## src/rtl/graphics_pkg.sv

```systemverilog
`default_nettype none
// ============================================================================
//  Module   : graphics_pkg
//  Purpose  : Shared raster/sprite geometry and per-axis direction encodings.
//  Revision : 1.0 - initial release
// ============================================================================
package graphics_pkg;

    localparam int C_VGA_WIDTH  = 640;
    localparam int C_VGA_HEIGHT = 480;
    localparam int C_SPRITE_W   = 272;
    localparam int C_SPRITE_H   = 168;

    // Value 0 is the increasing-coordinate direction on both axes.
    typedef enum logic {
        DIR_RIGHT = 1'b0,
        DIR_LEFT  = 1'b1
    } dir_x_e;

    typedef enum logic {
        DIR_DOWN = 1'b0,
        DIR_UP   = 1'b1
    } dir_y_e;

endpackage
`default_nettype wire

```

## src/rtl/bounce_axis.sv

```systemverilog
`default_nettype none
// ============================================================================
//  Module   : bounce_axis
//  Purpose  : One-axis step with clamp to [0, MAX_POS] and direction reversal.
//  Revision : 1.0 - initial release
// ============================================================================
module bounce_axis #(
    parameter int POS_W   = 10,
    parameter int MAX_POS = 368
) (
    input  logic [POS_W-1:0] i_pos,
    input  logic             i_dir_rev,
    input  logic [2:0]       i_speed,
    output logic [POS_W-1:0] o_pos,
    output logic             o_dir_rev,
    output logic             o_reversed
);

    localparam logic [POS_W:0] c_max = (POS_W+1)'(MAX_POS);

    logic [POS_W:0]   w_pos_ext;
    logic [POS_W:0]   w_speed_ext;
    logic [POS_W:0]   w_fwd;
    logic [POS_W-1:0] w_bwd;

    // Forward sum carries an extra bit so the compare sees the true value.
    assign w_pos_ext   = {1'b0, i_pos};
    assign w_speed_ext = (POS_W+1)'(i_speed);
    assign w_fwd       = w_pos_ext + w_speed_ext;
    assign w_bwd       = i_pos - POS_W'(i_speed);

    always_comb begin
        o_pos      = i_pos;
        o_dir_rev  = i_dir_rev;
        o_reversed = 1'b0;
        if (i_speed != 3'd0) begin
            if (!i_dir_rev) begin
                if (w_fwd >= c_max) begin
                    o_pos      = c_max[POS_W-1:0];
                    o_dir_rev  = 1'b1;
                    o_reversed = 1'b1;
                end else begin
                    o_pos = w_fwd[POS_W-1:0];
                end
            end else begin
                if (w_pos_ext <= w_speed_ext) begin
                    o_pos      = '0;
                    o_dir_rev  = 1'b0;
                    o_reversed = 1'b1;
                end else begin
                    o_pos = w_bwd;
                end
            end
        end
    end

endmodule
`default_nettype wire

```

## src/rtl/sprite_motion.sv

```systemverilog
`default_nettype none
// ============================================================================
//  Module   : sprite_motion
//  Purpose  : Frame-synchronous bouncing sprite position and animation cel.
//  Revision : 1.0 - initial release
// ============================================================================
module sprite_motion
    import graphics_pkg::*;
#(
    parameter int VGA_WIDTH       = C_VGA_WIDTH,
    parameter int VGA_HEIGHT      = C_VGA_HEIGHT,
    parameter int SPRITE_W        = C_SPRITE_W,
    parameter int SPRITE_H        = C_SPRITE_H,
    parameter int INIT_X          = 100,
    parameter int INIT_Y          = 100,
    parameter int FRAMES_PER_ANIM = 6,
    parameter int ANIM_FRAMES     = 6
) (
    input  logic       clk,
    input  logic       rst,
    input  logic       frame_start,
    input  logic       enable,
    input  logic [2:0] speed,
    output logic [9:0] sprite_x,
    output logic [8:0] sprite_y,
    output logic [2:0] anim_frame,
    output logic       pos_update,
    output logic       bounce,
    output logic       corner
);

    localparam int c_max_x = VGA_WIDTH - SPRITE_W;
    localparam int c_max_y = VGA_HEIGHT - SPRITE_H;
    localparam int c_div_w = (FRAMES_PER_ANIM > 1) ? $clog2(FRAMES_PER_ANIM) : 1;

    logic [9:0]         r_x;
    logic [8:0]         r_y;
    dir_x_e             r_dir_x;
    dir_y_e             r_dir_y;
    logic [2:0]         r_anim;
    logic [c_div_w-1:0] r_div;
    logic               r_fs_prev;
    logic               r_pos_update;
    logic               r_bounce;
    logic               r_corner;

    logic       w_go;
    logic [9:0] w_nx;
    logic [8:0] w_ny;
    logic       w_nx_rev;
    logic       w_ny_rev;
    logic       w_rev_x;
    logic       w_rev_y;

    // A held frame_start counts once: only its rising edge qualifies.
    assign w_go = frame_start & ~r_fs_prev & enable;

    bounce_axis #(
        .POS_W   (10),
        .MAX_POS (c_max_x)
    ) u_axis_x (
        .i_pos      (r_x),
        .i_dir_rev  (r_dir_x == DIR_LEFT),
        .i_speed    (speed),
        .o_pos      (w_nx),
        .o_dir_rev  (w_nx_rev),
        .o_reversed (w_rev_x)
    );

    bounce_axis #(
        .POS_W   (9),
        .MAX_POS (c_max_y)
    ) u_axis_y (
        .i_pos      (r_y),
        .i_dir_rev  (r_dir_y == DIR_UP),
        .i_speed    (speed),
        .o_pos      (w_ny),
        .o_dir_rev  (w_ny_rev),
        .o_reversed (w_rev_y)
    );

    always_ff @(posedge clk) begin
        if (rst) begin
            r_x          <= 10'(INIT_X);
            r_y          <= 9'(INIT_Y);
            r_dir_x      <= DIR_RIGHT;
            r_dir_y      <= DIR_DOWN;
            r_anim       <= 3'd0;
            r_div        <= '0;
            // Tracking frame_start through reset masks a pulse held across release.
            r_fs_prev    <= frame_start;
            r_pos_update <= 1'b0;
            r_bounce     <= 1'b0;
            r_corner     <= 1'b0;
        end else begin
            r_fs_prev    <= frame_start;
            r_pos_update <= w_go;
            r_bounce     <= w_go & (w_rev_x | w_rev_y);
            r_corner     <= w_go & w_rev_x & w_rev_y;
            if (w_go) begin
                r_x     <= w_nx;
                r_y     <= w_ny;
                r_dir_x <= w_nx_rev ? DIR_LEFT : DIR_RIGHT;
                r_dir_y <= w_ny_rev ? DIR_UP : DIR_DOWN;
                if (r_div == c_div_w'(FRAMES_PER_ANIM - 1)) begin
                    r_div  <= '0;
                    r_anim <= (r_anim == 3'(ANIM_FRAMES - 1)) ? 3'd0 : r_anim + 3'd1;
                end else begin
                    r_div <= r_div + 1'b1;
                end
            end
        end
    end

    assign sprite_x   = r_x;
    assign sprite_y   = r_y;
    assign anim_frame = r_anim;
    assign pos_update = r_pos_update;
    assign bounce     = r_bounce;
    assign corner     = r_corner;

endmodule
`default_nettype wire

```

## config.mk

```make
export PLATFORM = sky130hd
export DESIGN_NAME = sprite_motion
export DESIGN_NICKNAME = d
export VERILOG_FILES = /design/src/rtl/graphics_pkg.sv /design/src/rtl/bounce_axis.sv /design/src/rtl/sprite_motion.sv
export SDC_FILE = /design/constraint.sdc
export NUM_CORES = 1
export LEC_CHECK = 0
export BUFFER_PORTS_ARGS = -buffer_cell sky130_fd_sc_hd__buf_2
export CAP_MARGIN = 20
export CORE_ASPECT_RATIO = 1.5
export CORE_MARGIN = 8
export CORE_UTILIZATION = 40
export DETAILED_ROUTE_END_ITERATION = 8
export SLEW_MARGIN = 20
export SYNTH_ARGS = -nofsm -noshare
export SYNTH_HDL_FRONTEND = slang
export SYNTH_SLANG_ARGS = --single-unit
```

## constraint.sdc

```tcl
create_clock -name clk -period 6.15 [get_ports clk]
set_input_delay 0.9225 -clock clk [delete_from_list [all_inputs] [get_ports clk]]
set_output_delay 0.9225 -clock clk [all_outputs]
set_load 0.02 [all_outputs]
```

==> run summary <==
* completed — result of the run
* 53.3% — final worst path period share
* 6.29 ns — data required time of the worst path
* 0.29 ns — later-pin clock latency in the skew report
* 0 — Syn. warnings
* 5.34 mm — HPWL after detailed placement
* 0 — post-cts hold buffer count
* 0 — total global routing overflow
* 0 — CTS-repair resized insts
* 2 — buffers and inverters on the worst path
* 0 — Slew Viols, Final
* 1.42% — fraction of synthesized area in multiplexers
* 305 MHz — max frequency
* 2 — Max Buffers Root-to-Sink
* 5.78 — average via count per standard cell
* 3.28 ns — final critical-path required period
* in -> reg — critical path start-end classification
* 25.2% — share of Yosys cell area claimed by the top area cell type
* 32 — maximum number of pins on one net before global-route repair
* 8990 sq um — overall die area
* 94 — Iteration-0 DRC Markers
* 0 — Post-synth EDFFs
* 66 — Unique masters post-synth
* 0.0104 ns — Layout Skew
* 112 um — height of the die
* 327 — count of mapped cells out of synthesis
* 35 — placement row count
* 17.0 um — Avg WL per Cell
* 0 — number of antenna cells inserted
* 0.0000794 V — peak supply drop
* simple AND/OR/NAND/NOR gates — main combinational cell family by area after synthesis
* 2 — H-tree Lvls
* 31 — total clock sinks
* 15.1% — share of cells above drive strength 1
* 0 — Post-route DRC
* sprite_x[0]$_SDFFE_PP0P_ — origin of the critical flop-to-flop path
* 0 — Antenna Violating Nets Remaining
* 27.0% — area share of and/or/nand/nor cells after synthesis
* 367 — number of nets in the final layout
* reg -> reg — Hold Crit Class
* 189 nW/um^2 — Pwr per Cell Area
* 2422 — total via count in the routed design
* 0.89 ns — Largest stage delay, worst path
* 2485 — vias in the first global route
* register — type of element capturing the critical path
* 9.33% — adder-cell area share of the yosys netlist
* 11.2% — Area Overhead vs Synth
* 0.07 ns — Reg clk slew, reported paths
* 0 — Hold Violations, Final
* sky130_fd_sc_hd__o41ai_2 — critical-path cell with the highest stage delay
* yes — CTS tree
* 4 — Initial DRT Pass Iterations
* sky130_fd_sc_hd__dfxtp_1 — most frequently used flop master after synthesis
* 13 — CP Max Fanout
* speed[1] — timing startpoint of the critical path
* 31 — synthesized flop and latch total
* 4.26% — xor and xnor fraction of the mapped netlist area
* 5 — TritonCTS buffer count
* 25.6% — Slew Limit Headroom
* 16.3% — total track usage
* 0 — final setup vio count
* 0 — number of post-CTS setup repair buffers
* 0 — max-capacitance violation count
* 350 — Mapped Nets
* compound AO/OA/AOI/OAI gates — critical path's top delay family
* input port — Worst setup SP type
* 32 — total I/O pin count
* 26.6% — synthesized-area fraction occupied by ao, oa, aoi and oai cells
* sky130_fd_sc_hd__dfxtp_1, sky130_fd_sc_hd__nor2_1, sky130_fd_sc_hd__ha_1 — top area cells in the synthesized netlist
* 0.485 ns — worst hold-check slack
* 80.1 um — x dimension of the die
* 0.00107 uW — leakage power summed over all cells
* 0.855 — final RePlAce weighted congestion
* sky130_fd_sc_hd__dfxtp_1 — cell taking the most area after synthesis
* 7.55 sq um — average size of a mapped cell
* 40.8% — effective utilization at floorplan
* 31 — count of port buffers added during placement
* sky130_fd_sc_hd__a21oi_1 — CP dominant cell by count
* 0% — proportion of synthesized flip-flops having asynchronous set or reset
* 0 — initial antenna violation count
* 11.8 mm — wire length of the first global-routing pass
* 45.4% — final core utilization
* buf_2 > inv_1 > fa_1 > a21oi_1 > a31oi_1 > o41ai_2 > or2_1 > nor3_1 > a21oi_1 > a41oi_1 — worst path cell trace
* 0 ns — setup_tns
* sky130_fd_sc_hd__clkbuf_8 — CTS Root Cell
* 2470 sq um — Post-Syn Area
* no — setup repair after global routing missed its margin
* 1.10 ns — worst slew pin tran
* 7.12 mm — total wire length
* 3.42 ns — arrival time worst endpoint
* 25.2% — portion of the post-synthesis area used by sequential elements
* 6040 sq um — core region area
* r_div[2]$_SDFFE_PP0P_ — hold path startpoint
stage by stage:
stage          instance area, sq um  power, uW  setup slack, ns  std cells
5_1_grt                        2740        543             2.68        419
6_report                       2740        519             2.87        419
3_3_place_gp                   2630        306             2.66        411
3_5_place_dp                   2630        306             2.62        411
2_1_floorplan                  2470        284             3.19        327
4_1_cts                        2740        524             2.90        419
flip-flops by register name, summed over array words and instances, names as in the netlist:
register	count
bounce	1
r_dir_y	1
r_dir_x	1
sprite_x	10
sprite_y	9
anim_frame	3
r_div	3
pos_update	1
r_fs_prev	1
corner	1
per-layer routing:
metal | vias up | GRT usage [%] | wire, um
li1 | 1204 | - | -
met1 | 1160 | 15.8 | 2810
met2 | 40 | 30.3 | 3880
met3 | 18 | 2.96 | 204
met4 | 0 | 9.39 | 233
met5 | - | 0 | 0
layout by cell type, fill, tap and decap left out, types with 2 or more instances in the layout:
cell type	netlist	layout
sky130_fd_sc_hd__a211o_1	2	2
sky130_fd_sc_hd__a211oi_1	2	2
sky130_fd_sc_hd__a21o_1	2	2
sky130_fd_sc_hd__a21oi_1	28	28
sky130_fd_sc_hd__a22oi_1	2	2
sky130_fd_sc_hd__a2bb2oi_1	2	2
sky130_fd_sc_hd__a311oi_1	3	3
sky130_fd_sc_hd__a31oi_1	5	5
sky130_fd_sc_hd__and2_1	3	3
sky130_fd_sc_hd__and3_1	2	2
sky130_fd_sc_hd__buf_2	2	31
sky130_fd_sc_hd__clkbuf_8	0	6
sky130_fd_sc_hd__dfxtp_1	31	31
sky130_fd_sc_hd__fa_1	4	4
sky130_fd_sc_hd__ha_1	12	12
sky130_fd_sc_hd__inv_1	15	15
sky130_fd_sc_hd__mux2i_1	2	2
sky130_fd_sc_hd__nand2_1	24	24
sky130_fd_sc_hd__nand2b_1	6	6
sky130_fd_sc_hd__nand3_1	3	3
sky130_fd_sc_hd__nor2_1	45	45
sky130_fd_sc_hd__nor2b_1	11	11
sky130_fd_sc_hd__nor3_1	13	13
sky130_fd_sc_hd__nor3b_1	2	2
sky130_fd_sc_hd__nor4_1	3	3
sky130_fd_sc_hd__o2111ai_1	3	3
sky130_fd_sc_hd__o211ai_1	4	4
sky130_fd_sc_hd__o21ai_0	15	15
sky130_fd_sc_hd__o21ai_1	9	9
sky130_fd_sc_hd__o21bai_1	2	2
sky130_fd_sc_hd__o22ai_1	5	5
sky130_fd_sc_hd__or3_1	3	3
sky130_fd_sc_hd__or3b_1	2	2
sky130_fd_sc_hd__xnor2_1	7	7
sky130_fd_sc_hd__xor2_1	5	5
final cells by class:
cell class,count,area (sq um)
Sequential cell,31,621
Timing Repair Buffer,32,163
Clock buffer,6,82.6
Clock inverter,2,35.0
Fill cell,646,3300
Multi-Input combinational cell,259,1690
Tap cell,74,92.6
Inverter,15,56.3
cells in the mapped netlist (all sizes together), types with 3 or more instances:
master	n
nand2b	6
nand2	24
buf	8
dfxtp	31
inv	15
o2111ai	3
xor2	5
o21ai	24
a31oi	5
o22ai	5
clkbuf	14
nor4	3
a211oi	4
nor3b	3
a21oi	28
fa	4
ha	12
nor2	45
and2	3
a311oi	3
or3	3
nor2b	12
xnor2	7
o211ai	4
nand3	3
nor3	14
kinds of logic after synthesis:
family,Yosys count
AOI/OAI and AO/OA,98
xor gates and xnor gates,12
adders and majority gates,16
buffers and inverters,37
DFF,31
muxes,3
and+or+nand+nor,130
tightest hold or removal path, cell delays in order, from the launching register on:
cell and delay, ns:
sky130_fd_sc_hd__dfxtp_1 0.33, sky130_fd_sc_hd__nand2_1 0.06, sky130_fd_sc_hd__a21oi_1 0.05
power by group:
part	switching [uW]	internal (uW)	total (uW)
Combinational	53.8	32.6	86.4
Sequential	10.5	206	216
Clock	84.8	131	216
Total	149	369	519
worst paths after layout:
path	to	slack (ns)	cells past startpoint
hold / removal	r_div[2]$_SDFFE_PP0P_	0.49	2
hold reg to reg	r_div[2]$_SDFFE_PP0P_	0.49	2
setup / recovery	sprite_x[5]$_SDFFE_PP1P_	2.87	10
setup reg to reg	sprite_x[5]$_SDFFE_PP1P_	3.25	11
No activity file was read; power rests on OpenSTA's default activity.
